`src/rtl/ps2_key_tracker.sv`:
```
// PS/2 set-2 scan-code tracker: pops bytes from the keyboard FIFO, decodes
// make/break/extended sequences, counts presses and drives hex digits.
module ps2_key_tracker #(
  parameter int CNT_WIDTH     = 8,
  parameter bit REPEAT_FILTER = 1'b1
) (
  input  logic                 clk,
  input  logic                 rst,
  input  logic                 ready,
  input  logic [7:0]           data,
  input  logic                 overflow,
  output logic                 nextdata_n,
  output logic [7:0]           key_code,
  output logic                 key_ext,
  output logic                 key_down,
  output logic                 key_evt,
  output logic [CNT_WIDTH-1:0] press_cnt,
  output logic                 ovf_seen,
  output logic [7:0]           seg0,
  output logic [7:0]           seg1,
  output logic [7:0]           seg4,
  output logic [7:0]           seg5
);

  typedef enum logic {IDLE, POP} state_t;

  state_t state;
  logic   brk_p;
  logic   ext_p;
  logic   same_key;

  // Incoming code refers to the key we are already tracking
  assign same_key = key_down && (data == key_code) && (ext_p == key_ext);

  always_ff @(posedge clk or posedge rst) begin
    if (rst) begin
      state      <= IDLE;
      nextdata_n <= 1'b1;
      key_code   <= 8'h00;
      key_ext    <= 1'b0;
      key_down   <= 1'b0;
      key_evt    <= 1'b0;
      press_cnt  <= '0;
      ovf_seen   <= 1'b0;
      brk_p      <= 1'b0;
      ext_p      <= 1'b0;
    end else begin
      key_evt <= 1'b0;
      if (overflow)
        ovf_seen <= 1'b1;
      case (state)
        IDLE: begin
          if (ready) begin
            nextdata_n <= 1'b0;
            state      <= POP;
            if (data == 8'hE0) begin
              ext_p <= 1'b1;
            end else if (data == 8'hF0) begin
              brk_p <= 1'b1;
            end else begin
              brk_p <= 1'b0;
              ext_p <= 1'b0;
              // 00/FF are keyboard error codes: only the flag clear applies
              if (data != 8'h00 && data != 8'hFF) begin
                if (brk_p) begin
                  if (same_key)
                    key_down <= 1'b0;
                end else if (same_key) begin
                  if (!REPEAT_FILTER) begin
                    press_cnt <= press_cnt + CNT_WIDTH'(1);
                    key_evt   <= 1'b1;
                  end
                end else begin
                  key_code  <= data;
                  key_ext   <= ext_p;
                  key_down  <= 1'b1;
                  press_cnt <= press_cnt + CNT_WIDTH'(1);
                  key_evt   <= 1'b1;
                end
              end
            end
          end
        end
        POP: begin
          nextdata_n <= 1'b1;
          state      <= IDLE;
        end
        default: begin
          nextdata_n <= 1'b1;
          state      <= IDLE;
        end
      endcase
    end
  end

  // Active-low {a,b,c,d,e,f,g,dp} with dp always dark
  function automatic logic [7:0] hex7(input logic [3:0] n);
    logic [6:0] s;
    case (n)
      4'h0: s = 7'b1111110;
      4'h1: s = 7'b0110000;
      4'h2: s = 7'b1101101;
      4'h3: s = 7'b1111001;
      4'h4: s = 7'b0110011;
      4'h5: s = 7'b1011011;
      4'h6: s = 7'b1011111;
      4'h7: s = 7'b1110000;
      4'h8: s = 7'b1111111;
      4'h9: s = 7'b1111011;
      4'hA: s = 7'b1110111;
      4'hB: s = 7'b0011111;
      4'hC: s = 7'b1001110;
      4'hD: s = 7'b0111101;
      4'hE: s = 7'b1001111;
      default: s = 7'b1000111;
    endcase
    return ~{s, 1'b0};
  endfunction

  assign seg0 = key_down ? hex7(key_code[3:0]) : 8'hFF;
  assign seg1 = key_down ? hex7(key_code[7:4]) : 8'hFF;
  assign seg4 = hex7(press_cnt[3:0]);
  assign seg5 = hex7(press_cnt[7:4]);

endmodule
```
`config.mk`:
```
export PLATFORM = sky130hd
export DESIGN_NAME = ps2_key_tracker
export DESIGN_NICKNAME = d
export VERILOG_FILES = /design/src/rtl/ps2_key_tracker.sv
export SDC_FILE = /design/constraint.sdc
export NUM_CORES = 1
export LEC_CHECK = 0
export ABC_CLOCK_PERIOD_IN_PS = 2400
export BUFFER_PORTS_ARGS = -buffer_cell sky130_fd_sc_hd__buf_4
export CORE_MARGIN = 3
export CORE_UTILIZATION = 52
export DETAILED_ROUTE_END_ITERATION = 6
export GPL_TIMING_DRIVEN = 0
export PLACE_DENSITY_LB_ADDON = 0.05
export SYNTH_ARGS = -nofsm -noshare
export SYNTH_HDL_FRONTEND = slang
export SYNTH_SLANG_ARGS = --single-unit
```
`constraint.sdc`:
```
create_clock -name clk -period 2.4 [get_ports clk]
set_input_delay 0.48 -clock clk [delete_from_list [all_inputs] [get_ports clk]]
set_output_delay 0.48 -clock clk [all_outputs]
set_load 0.01 [all_outputs]
```
# After elaboration in Yosys (flattened, before gate mapping)
# Memory sizes are Yosys's and may differ from the RTL's.
# Cells that the tools add are included.
classes:
  n_addsub: 1
  eq_ne: 9
  muxes: 19
  bitwise_logic: 9
  reduce_logical: 8
op_table:
  columns: ["op", "n"]
  rows:
  - ["8-bit NOT", 4]
  - ["8-bit equality test (second input constant)", 2]
  - ["8-bit 2-to-1 mux", 2]
  - ["1-bit 2-to-1 mux", 15]
  - ["7-bit AND reduction", 2]
  - ["8-bit by 1-bit adder with 8-bit output (second input constant)", 1]
  - ["8-bit equality test", 1]
  - ["8-bit != test (second input constant)", 1]
  - ["8-bit nonzero test", 1]
  - ["2-bit != test (second input constant)", 3]
  - ["3-bit AND reduction", 2]
  - ["1-bit NOT", 5]
  - ["1-bit one-hot mux with 2 select lines", 2]
  - ["1-bit logical AND", 3]
  - ["2-bit by 1-bit != test with 1-bit output (second input constant)", 1]
  - ["1-bit equality test", 1]
word_totals:
  register_bits: 24
  romBits: 448
  elab_cells: 60
  memories: 4
memory_table:
  columns: ["memory", "depth", "word_bits", "rd", "rd_clocked_by_memory_dff", "write_ports", "line_no", "text"]
  rows:
  - ["(no name shown)", 16, 7, 1, 0, 0, "99", "case (n)"]
  - ["(no name shown)", 16, 7, 1, 0, 0, "99", null]
  - ["(no name shown)", 16, 7, 1, 0, 0, "99", null]
  - ["(no name shown)", 16, 7, 1, 0, 0, "99", null]

# Depth between registers and ports, before layout
depth:
  depth_word: 10
  depth_mapped: 10

# Worst setup path before layout
# No wires, ideal clock.
synth_path:
  kind: "reg2reg"
  startpoint: "register key_code[2]"
  endpoint: "register key_code[0]"
  setup_time_ns: 0.125
  arrival_ns: 2.175
  required_ns: 2.275
  setup_slack_ns: 0.100
  stages_incl_launch_ff: 11
  path_buffers: 2
  synth_period_minus_slack_ns: 2.300
  cell_sequence: "dfrtp_1 clkbuf_1 xor2_1 nor4_1 nand4_1 ha_1 and3b_1 o211ai_2 nand2_4 buf_6 mux2_4"
synth_via:
  elab_chain_cells: 5
synth_lines:
  columns: ["element", "line_no", "text"]
  rows:
  - ["start: declaration", "13", "output logic [7:0] key_code,"]
  - ["start signal: assignment", "74", "key_code <= data;"]
  - ["8-bit equality test", "33", "assign same_key = key_down && (data == key_code) && (ext_p == key_ext);"]
  - ["1-bit logical AND (2 in series)", "33", null]
  - ["1-bit NOT (no source line)", null, null]
  - ["7-bit AND reduction (no source line)", null, null]
# Every way passes these cells.
# A chain may end at the register's enable or synchronous reset.

# Final worst setup path
layout_path:
  startpoint: "register press_cnt[1]"
  endpoint: "output seg4[4]"
layout_via:
  elab_chain_cells: 2
layout_lines:
  columns: ["element", "line_no", "text"]
  rows:
  - ["start: declaration", "17", "output logic [CNT_WIDTH-1:0] press_cnt,"]
  - ["start signal: assignment", "70", "press_cnt <= press_cnt + CNT_WIDTH'(1);"]
  - ["start signal: assignment", "77", "press_cnt <= press_cnt + CNT_WIDTH'(1);"]
  - ["memory 16 x 7 bit", null, null]
  - ["8-bit NOT", "117", "return ~{s, 1'b0};"]
  - ["end: declaration", "21", "output logic [7:0] seg4,"]
# Every way passes these cells.

==> out/results.txt <==
commonest non-fill, non-tap cells in the layout = buf_4, nand2_1, ha_1
Tmin final = 2360 ps
largest net degree at the start of global routing = 25
Syn Area/Cell = 9.13 um^2
first-pass GRT wire length = 8.07 mm
clk sink count = 24
CTS tree = yes
initial antenna violation count = 0
wire length on met1 = 2.50 mm
RSZ-0062 raised after global routing = yes
CTS max path bufs = 2
IO Count = 65
Layout fillers = 323
Critical Path Source Type = flop
Clock Skews = 9.46 ps
H-tree depth = 1
CP max stage delay = 500 ps
highest clock rate = 425 MHz
metal2 WL = 2.19 mm
Setup crit end kind = output pin
sequential share of the synthesized area = 0.279
Crit Path Max Fanout = 8
CP max-delay cell = dfrtp_1
worst skew pair latency = 260 ps
Worst Setup Slack, final = 44.5 ps
Routed WL = 4.96 mm
worst endpoint required time = 1920 ps
class of the worst hold path = input pin to async pin
total CTS buffers = 3
die width = 70.4 um
placed cell count = 347
top routing layer in use = met4
starting density of the core = 0.563
wire length on met3 = 243 um
layout cells sized above 1 = 0.356
DP HPWL = 3.65 mm
cell row count = 22
DR pass1 iterations = 4
Final Cycle Share = 0.981
synthesized area = 2160 um^2
yosys warns = 0
crit-path leading delay family = flip-flops
max_slew headroom = 0.396
die area = 4950 um^2
Top cell by count, worst path = inv_1
GRT Residual Overflow = 0
Reg area = 609 um^2
GRT Overall Usage = 0.195
CP Depth = 5
core area = 3830 um^2
area of the multi-input gates = 1440 um^2
GPL Wtd Cong = 0.803
maximum vdd ir drop = 0.601 mV
pwr/cell area = 1090 nW/um^2
most common cell after layout, fill and taps aside = buf_4
Avg WL per Cell = 13.8 um
number of port buffers = 60
Reg clk slew, reported paths = 80 ps
Final #Nets = 347
P_leak = 0.00139 uW
#FFs+latches synth = 24
Iteration-0 DRC Markers = 105
vias = 1,920
Reg2Reg Depth = 9
root buffer cell = clkbuf_8
Non-Filler Instances = 360
area grow syn2layout = 31.9%
total of max-cap violations = 0
vias in the first global route = 1,743
Worst-Margin Slew = 905 ps
post-DR vias/cell = 5.33
Power, Total = 3090 uW
cell count after synthesis = 236
kind of critical path = flop to output pin
Final setup viols = 0
final core utilization = 0.743
DRC Markers = 0
status = completed
Buf/Inv on CP = 3
Arrival @ worst endpoint = 1880 ps
antenna-violating nets left = 0
DP Worst Slack = -206 ps
Max Slew Vio Count = 0
crit-path cells = inv_1, ha_1, inv_1, mux4_2, buf_4
Antenna diodes = 0
Hold Violations, Final = 0
die height = 70.4 um
unique cell type count in the Yosys netlist = 52
==> logic make-up (layout without fill, tap and decap cells) <==
kind of cell | after synthesis | after routing | synth area share
AND/OR/NAND/NOR | 69 | 69 | 0.172
buffers and inverters | 33 | 106 | 0.0679
adder cells (fa/ha/maj) | 22 | 22 | 0.128
AO/OA/AOI/OAI | 51 | 51 | 0.163
multiplexers | 20 | 20 | 0.124
XOR/XNOR | 16 | 16 | 0.0650
flip-flops | 24 | 24 | 0.279
other | 1 | 4 | 0.00174
==> timing repair <==
action / 4_1_cts / 5_1_grt
pin swaps: 3 / 1
hold buffers: 0 / 0
resized for setup: 10 / 8
buffers inserted: 3 / 8
endpoints found under the hold margin: 0 / 0
endpoints found under the setup margin: 13 / 16
==> registers in the layout (all words and copies together), names as in the netlist <==
| name | count |
|---|---|
| key_code | 8 |
| press_cnt | 8 |
| brk_p | 1 |
| ext_p | 1 |
| key_down | 1 |
| key_evt | 1 |
| key_ext | 1 |
| nextdata_n | 1 |
| ovf_seen | 1 |
| state | 1 |
==> synth_stat cells, drive strengths merged <==
| cell type | count | area, um^2 |
|---|---|---|
| o21a | 5 | 37.5 |
| xnor2 | 5 | 43.8 |
| a211oi | 2 | 15.0 |
| dfrtp | 23 | 576 |
| o221ai | 1 | 8.76 |
| inv | 17 | 63.8 |
| or2 | 1 | 6.26 |
| o311ai | 3 | 26.3 |
| nand4 | 4 | 25.0 |
| o32ai | 1 | 8.76 |
| mux2 | 12 | 161 |
| conb | 1 | 3.75 |
| a221o | 1 | 10.0 |
| o31ai | 2 | 15.0 |
| a211o | 1 | 8.76 |
| clkbuf | 10 | 37.5 |
| a2111oi | 1 | 8.76 |
| nor2b | 8 | 50.1 |
| a21boi | 2 | 15.0 |
| nor2 | 8 | 30.0 |
| and2 | 1 | 6.26 |
| xor2 | 11 | 96.3 |
| a31oi | 2 | 12.5 |
| nand2b | 6 | 37.5 |
| dfstp | 1 | 26.3 |
| and4 | 1 | 8.76 |
| a22o | 1 | 8.76 |
| a21oi | 7 | 35.0 |
| mux4 | 2 | 45.0 |
| and3b | 1 | 8.76 |
| a21o | 2 | 15.0 |
| o21ai | 12 | 60.1 |
| nor4 | 3 | 18.8 |
| buf | 6 | 45.0 |
| ha | 22 | 275 |
| nand3 | 9 | 50.1 |
| o211ai | 8 | 65.1 |
| and3 | 1 | 6.26 |
| nand3b | 1 | 7.51 |
| nand2 | 23 | 93.8 |
| or4 | 2 | 22.5 |
| mux2i | 6 | 60.1 |
==> layout make-up <==
| cell class | count | share of cell area |
|---|---|---|
| Multi-Input combinational cell | 182 | 0.508 |
| Sequential cell | 24 | 0.214 |
| Timing Repair Buffer | 71 | 0.187 |
| Buffer | 14 | 0.0308 |
| Inverter | 17 | 0.0224 |
| Tap cell | 48 | 0.0211 |
| Clock buffer | 4 | 0.0158 |
==> worst register-to-register path, stage by stage (launching register included) <==
cell and delay [ps]:
dfrtp_2 470, xor2_1 190, nor4_2 280, nand4_1 120
ha_1 210, and3b_2 240, o211ai_4 110, nand2_4 90
buf_6 170, mux2_4 300
==> routing by layer <==
| metal | global-route usage | up-vias |
|---|---|---|
| li1 | - | 973 |
| met1 | 0.282 | 896 |
| met2 | 0.301 | 49 |
| met3 | 0.0388 | 2 |
| met4 | 0.0362 | 0 |
| met5 | 0 | - |
==> power by group <==
group	internal [uW]	switching (uW)	total (uW)	leakage (uW)
Clock	118	120	238	0.0000228
Combinational	1100	1040	2140	0.00110
Sequential	522	192	713	0.000275
Total	1740	1350	3090	0.00139
==> stage by stage <==
| stage | hold slack [ps] | area (um^2) | setup TNS [ps] |
|---|---|---|---|
| global route | 401 | 2840 | -98.0 |
| floorplan | 426 | 2170 | 0 |
| global placement | 438 | 2680 | -1460 |
| finish | 409 | 2840 | 0 |
| CTS | 402 | 2770 | 0 |
| detailed placement | 447 | 2680 | -1700 |
==> worst paths after layout <==
path | endpoint | start | slack, ps
min in group clk | ovf_seen | overflow | 410
worst max register to register | key_code[1] | key_code[5] | 90
max in group asynchronous | key_code[0] | rst | 1370
worst min register to register | key_down | brk_p | 450
worst max-delay path | seg4[4] | press_cnt[1] | 40
worst min-delay path | key_evt | rst | 410
(Power assumes the default switching activity.)
